[src/rtl/inst_fetch_queue.sv]
// Instruction fetch front end: issues sequential word fetches under a credit limit,
// buffers returned words with their PCs, and flushes on PC redirect.
module inst_fetch_queue #(
  parameter logic [31:0] RESET_PC = 32'h0000_0000,
  parameter int          DEPTH    = 4
) (
  input  logic        clk,
  input  logic        rst,
  output logic        mem_req,
  output logic [31:0] mem_addr,
  input  logic        mem_gnt,
  input  logic        mem_rvalid,
  input  logic [31:0] mem_rdata,
  input  logic        redirect,
  input  logic [31:0] redirect_pc,
  output logic        inst_valid,
  output logic [31:0] inst,
  output logic [31:0] inst_pc,
  input  logic        inst_ready
);
  localparam int AW = $clog2(DEPTH);
  localparam int CW = AW + 1;
  localparam logic [CW:0] DEPTH_W = (CW+1)'(DEPTH);

  typedef struct packed {
    logic [31:0] inst;
    logic [31:0] pc;
  } entry_t;

  entry_t        q [DEPTH];
  logic [AW-1:0] rd_ptr, wr_ptr;
  logic [CW-1:0] count, outstanding, discard;
  logic [31:0]   fetch_pc, resp_pc, redir_pc;
  logic          issue, resp, push, pop, drop;
  logic          unused_redir_lsb;

  assign redir_pc         = {redirect_pc[31:2], 2'b00};
  assign unused_redir_lsb = ^redirect_pc[1:0];

  // Two credit limits: queue space for everything in flight, and the
  // response tracker's capacity for live plus to-be-dropped requests.
  assign mem_req = !rst
                && (({1'b0, count} + {1'b0, outstanding}) < DEPTH_W)
                && (({1'b0, outstanding} + {1'b0, discard}) < DEPTH_W);
  assign mem_addr = rst ? '0 : fetch_pc;
  assign issue    = mem_req && mem_gnt;

  assign drop = mem_rvalid && (discard != '0);
  assign resp = mem_rvalid && (discard == '0);
  assign push = resp && !redirect;

  assign inst_valid = !rst && (count != '0);
  assign pop        = inst_valid && inst_ready && !redirect;
  assign inst       = rst ? '0 : q[rd_ptr].inst;
  assign inst_pc    = rst ? '0 : q[rd_ptr].pc;

  always_ff @(posedge clk) begin
    if (rst) begin
      fetch_pc    <= RESET_PC;
      resp_pc     <= RESET_PC;
      count       <= '0;
      outstanding <= '0;
      discard     <= '0;
      rd_ptr      <= '0;
      wr_ptr      <= '0;
    end else if (redirect) begin
      // Everything in flight, including a grant this cycle, becomes stale.
      fetch_pc    <= redir_pc;
      resp_pc     <= redir_pc;
      count       <= '0;
      rd_ptr      <= '0;
      wr_ptr      <= '0;
      discard     <= discard + outstanding + CW'(issue) - CW'(mem_rvalid);
      outstanding <= '0;
    end else begin
      if (issue) fetch_pc <= fetch_pc + 32'd4;
      if (push) begin
        resp_pc <= resp_pc + 32'd4;
        wr_ptr  <= wr_ptr + AW'(1);
      end
      if (pop) rd_ptr <= rd_ptr + AW'(1);
      count       <= count + CW'(push) - CW'(pop);
      outstanding <= outstanding + CW'(issue) - CW'(resp);
      discard     <= discard - CW'(drop);
    end
  end

  always_ff @(posedge clk) begin
    if (push && !rst) q[wr_ptr] <= '{inst: mem_rdata, pc: resp_pc};
  end

endmodule

[config.mk]
export PLATFORM = sky130hd
export DESIGN_NAME = inst_fetch_queue
export DESIGN_NICKNAME = d
export VERILOG_FILES = /design/src/rtl/inst_fetch_queue.sv
export SDC_FILE = /design/constraint.sdc
export NUM_CORES = 1
export LEC_CHECK = 0
export CAP_MARGIN = 15
export CORE_ASPECT_RATIO = 1.4
export CORE_MARGIN = 4
export CORE_UTILIZATION = 45
export DETAILED_ROUTE_END_ITERATION = 7
export GPL_TIMING_DRIVEN = 0
export PLACE_DENSITY = 0.74
export SYNTH_ARGS = -nofsm -noshare
export SYNTH_HDL_FRONTEND = slang
export SYNTH_SLANG_ARGS = --single-unit
[constraint.sdc]
create_clock -name clk -period 5.3 [get_ports clk]
set_input_delay 1.06 -clock clk [delete_from_list [all_inputs] [get_ports clk]]
set_output_delay 1.06 -clock clk [all_outputs]
set_load 0.02 [all_outputs]
Word-level counts from Yosys, hierarchy flattened
Memories as Yosys holds them, arrays and structs flattened. A register that Yosys moved wholly into a read port is not among the register bits.
Cells that the tools add are included.
Widths: inputs -> output; s select.
{"block": "totals", "regBits": 77, "ramBits": 256, "input_bits": 70, "output_inout_bits": 98, "word_cells": 56, "memories": 1}
{"block": "classes", "addsub": 14, "n_lt_le_gt_ge": 2, "muxes": 12, "n_reduce_logical": 18}
{"name": "q", "depth": 4, "width": 64, "rd": 1, "rd_clocked_by_memory_dff": 1, "write_ports": 1, "line": "30", "rtl": "entry_t q [DEPTH];"}
{"op": "$mux 32", "count": 7}
{"op": "$add 32x3->32 const B", "count": 2}
{"op": "$sub 3x1->3", "count": 4}
{"op": "$logic_and 1x1->1", "count": 10}
{"op": "$add 3x1->3", "count": 3}
{"op": "$add 3x3->4", "count": 2}
{"op": "$lt 4x3->1 const B", "count": 2}
{"op": "$reduce_bool 3->1", "count": 2}
{"op": "$add 2x1->2 const B", "count": 2}
{"op": "$mux 2", "count": 2}
{"op": "$reduce_bool 2->1", "count": 2}
{"op": "$add 3x3->3", "count": 1}
{"op": "$logic_not 3->1", "count": 1}
{"op": "$mux 3", "count": 1}
{"op": "$logic_not 1->1", "count": 2}
{"op": "$mux 1", "count": 2}
{"op": "$reduce_or 2->1", "count": 1}

Depth between registers and ports, before layout
{"block": "logic_depth", "ltp_word": 8, "depth_mapped": 14, "depth_no_buf": 12}

Worst setup path before layout
OpenSTA, ideal clock, no wires.
{"block": "synth_path", "kind": "input -> register", "from": "input mem_rvalid", "to": "memory q[0][10] (netlist bit) (enable)", "setup_time_ps": 427, "arrival_time_ps": 3314, "t_required_ps": 4873, "slack_ps": 1559, "path_stages": 5, "n_path_buf": 2, "cell_sequence": "nand2_1 > inv_1 > clkbuf_1 > clkbuf_1 > and3_1"}
{"block": "synth_via", "elab_chain_len": 5}
{"item": "from (decl)", "line": "12", "rtl": "input logic mem_rvalid,"}
{"item": "$logic_and 1x1->1", "line": "49", "rtl": "assign resp = mem_rvalid && (discard == '0);"}
{"item": "$logic_and 1x1->1", "line": "50", "rtl": "assign push = resp && !redirect;"}
{"item": "$logic_and 1x1->1", "line": "89", "rtl": "if (push && !rst) q[wr_ptr] <= '{inst: mem_rdata, pc: resp_pc};"}
{"item": "$mux 1", "line": "89"}
{"item": "$mux 1 (implied by the code)", "line": "89"}
{"item": "to (decl)", "line": "30"}
Every way passes these cells.

Worst setup path after layout
{"block": "layout_path", "from": "input rst", "to": "output inst[31]"}
{"block": "layout_via", "elab_chain_len": 1}
{"item": "from (decl)", "line": "8", "rtl": "input logic rst,"}
{"item": "$mux 32", "line": "54", "rtl": "assign inst = rst ? '0 : q[rd_ptr].inst;"}
{"item": "to (decl)", "line": "17", "rtl": "output logic [31:0] inst,"}
Every way passes these cells.

==> impl_metrics.yaml <==
synth:
  async_flop_share: 0
  synth.most_common_cell: "edfxtp_1"
  ys_top_cells_by_count: "edfxtp_1 (248), nor2b_1 (90), dfxtp_1 (75)"
  yosysSeqAreaShare: 0.6505
  synth_top_cell_by_area: "edfxtp_1"
  synth_top_area_frac: 0.5414
  synth_area_leaders: "edfxtp_1 (54%), dfxtp_1 (11%), mux4_2 (10%)"
  ys_warn_count: 0
  netlist_instances: 919
  syn_avg_cell_area_um2: 14.97
  ys_ff_latch: 323
  ys.flop_type: "edfxtp_1"
  synth.cell_area_um2: 13760
  synth-edff-count: 248
  synth.distinct_cells: 46
setup_path:
  cpLargestDelayFamily: "buffers and inverters"
  end_kind: "output pin"
  r2r_slack_ps: 2100
  critPathLaunch: "rst"
  crit_type: "in2out"
  cp_max_fo: 10
  path_cells: "clkdlybuf4s50_1, clkbuf_1, clkbuf_1, nor2b_1, clkdlybuf4s50_1"
  arrival_ps: 3680
  cp.required_ps: 4240
  cpMaxStageDelayCell: "clkbuf_1"
  startpoint_type: "input pin"
  r2r-start: "discard[1]"
  cpPeakStageDelay_ps: 710
  crit_buf_inv: 4
clock_network:
  cts.sink_count: 323
  root_buffer: "clkbuf_16"
  ctsResizeCount: 0
  cts_made_buffers: 30
  ctsHoldBuffers: 0
  post-cts-setup-buffers: 0
  path_clk_slew_ps: 60
  cts_buffer_depth: 3
  clk_latency_ps: 560
  cts_htree_levels: 1
  cts_tree: "done"
drt:
  drtPass1Iterations: 5
  drt-met1-wl_um: 11830
  met2WireLength_um: 15600
  route.met3.wl_um: 1593
  dr_total_vias: 8143
  viasPerCell: 5.333
  drc: 0
  drtIter0Drc: 485
  finalWirelength_um: 29890
  post_drt_wl_per_cell_um: 19.58
  antenna_left: 0
  highest-signal-layer: "met4"
cells_and_area:
  postLayoutCellArea_um2: 17010
  num_antenna_cells: 0
  area_delta_synth_final_pct: 23.67
  num-fill-cells: 2427
  final_nets: 1210
  fin_cells: 1527
  drive_gt1_frac: 0.1252
floorplan:
  start_util: 0.4581
  io_pins: 168
  core_um2: 30030
  die_height_um: 214.9
  num_rows: 75
  die_x_um: 155.8
  fp.dieArea_um2: 33470
timing:
  hold_viol: 0
  layout_setup_ws_ps: 559.0
  period_minus_slack_ps: 4741
  setup_tns_ps: 0
  finalCritPeriodShare: 0.8945
  maxSlewHeadroom: 0.4361
  rsz0062_at_grt: "false"
  worst_pin_slew_ps: 845.8
  max_freq_mhz: 210.9
  drv_slew: 0
  finalClockSkew_ps: 7.987
  setup_viol: 0
worst_hold_path:
  hp-class: "reg2reg"
  min-delay-start: "rd_ptr[1]"
power_and_ir_drop:
  power_leakage_uw: 0.005616
  power.density_nw_per_um2: 340.5
  ir_worst_vdd_uv: 182.3
placement:
  dp_hpwl_um: 20230
  place.gp.congestion: 0.8106
  dp.cells: 1471
  placed_area_um2: 15980
  portBuffers: 160
  dpl_worst_slack_ps: 473.8
global_routing:
  grt_max_degree: 56
  grtUsageTotal: 0.1796
  grt-ovfl-total: 0
  antenna_found_initial: 1
  grt_pass1_wl_um: 47170
  grt_pass1_vias: 8538
flow_run:
  cap_violations: 0
status:
  outcome: "finished clean"
[per-stage QoR]
step / power (uW) / hold slack [ps] / util
final: 5793 / 548.0 / 0.5665
after global routing: 6031 / 576.6 / 0.5665
after CTS: 5853 / 547.2 / 0.5665
after detailed placement: 3661 / 520.3 / 0.5322
after global placement: 3636 / 521.2 / 0.5278
after floorplan: 3374 / 483.8 / -
[path summary, 6_finish.rpt]
| path | depth (start not counted) | endpoint |
|---|---|---|
| setup / recovery | 5 | inst[31] |
| setup reg to reg | 14 | count[2] |
| hold / removal | 2 | rd_ptr[1] |
| hold reg to reg | 2 | rd_ptr[1] |
[logic make-up (layout without fill, tap and decap cells)]
family,count (synthesis),after routing,share of synthesized area
buffers and inverters,101,321,0.02929
XOR/XNOR,60,60,0.03820
other,1,4,0.0002726
flip-flops,323,323,0.6505
AO/OA/AOI/OAI,105,105,0.05330
AND/OR/NAND/NOR,244,244,0.1040
multiplexers,63,63,0.1022
adder cells (fa/ha/maj),22,22,0.02219
[worst register-to-register path: stages, from the launching register on]
cell      delay (ps)
dfxtp_1          330
nor3_1           260
nand2_1          160
inv_1            110
clkbuf_1         330
clkbuf_1         410
nand2_1          140
ha_1             330
inv_1             70
ha_1             140
inv_1             50
fa_1             370
xor2_1           180
xnor2_1          140
nor2_1            50
[layer usage]
| metal | global-route usage | up-vias |
|---|---|---|
| li1 | - | 3832 |
| met1 | 0.2240 | 3983 |
| met2 | 0.3205 | 275 |
| met3 | 0.02455 | 53 |
| met4 | 0.05985 | 0 |
| met5 | 0 | - |
[cells in the final DEF (no fill, tap or decap), drive strengths merged]
cell	netlist	routed
nor2b	90	90
clkinvlp	0	2
edfxtp	248	248
mux2i	1	1
o21bai	1	1
clkdlybuf4s50	0	160
a21oi	33	33
or4b	1	1
and3	11	11
clkinv	0	13
mux4	62	62
nand2	18	18
clkbuf	42	79
o21a	11	11
a31oi	1	1
a211oi	4	4
nor4	12	12
a22o	1	1
nor3b	1	1
fa	4	4
and2	8	8
or4	2	2
and4	8	8
xnor2	33	33
nor2	29	29
nor3	15	15
or3	1	1
dfxtp	75	75
nand3	18	18
a21boi	42	42
o31a	11	11
inv	47	49
xor2	27	27
ha	18	18
conb	1	4
or2	4	4
a211o	1	1
nand4	26	26
bufinv	0	2
buf	12	16
[state kept, by name, indices dropped and copies added, names as in the netlist, named ones only]
signal,flops
q,248
fetch_pc,30
resp_pc,30
count,3
discard,3
outstanding,3
rd_ptr,2
wr_ptr,2
[area by class of cell]
cell class,instances,area [um2],share of cell area
Sequential cell,323,8949,0.5260
Clock buffer,37,862.1,0.05068
Inverter,47,176.4,0.01037
Timing Repair Buffer,164,1712,0.1006
Clock inverter,19,168.9,0.009929
Tap cell,385,481.7,0.02832
Multi-Input combinational cell,498,4436,0.2607
Buffer,54,226.5,0.01331
[power by group]
group	switching, uW	internal [uW]	total, uW
combinational	357	322	679
sequential	90.0	2830	2920
clock	932	1260	2190
total	1380	4410	5790
No activity file was read; power rests on OpenSTA's default activity.
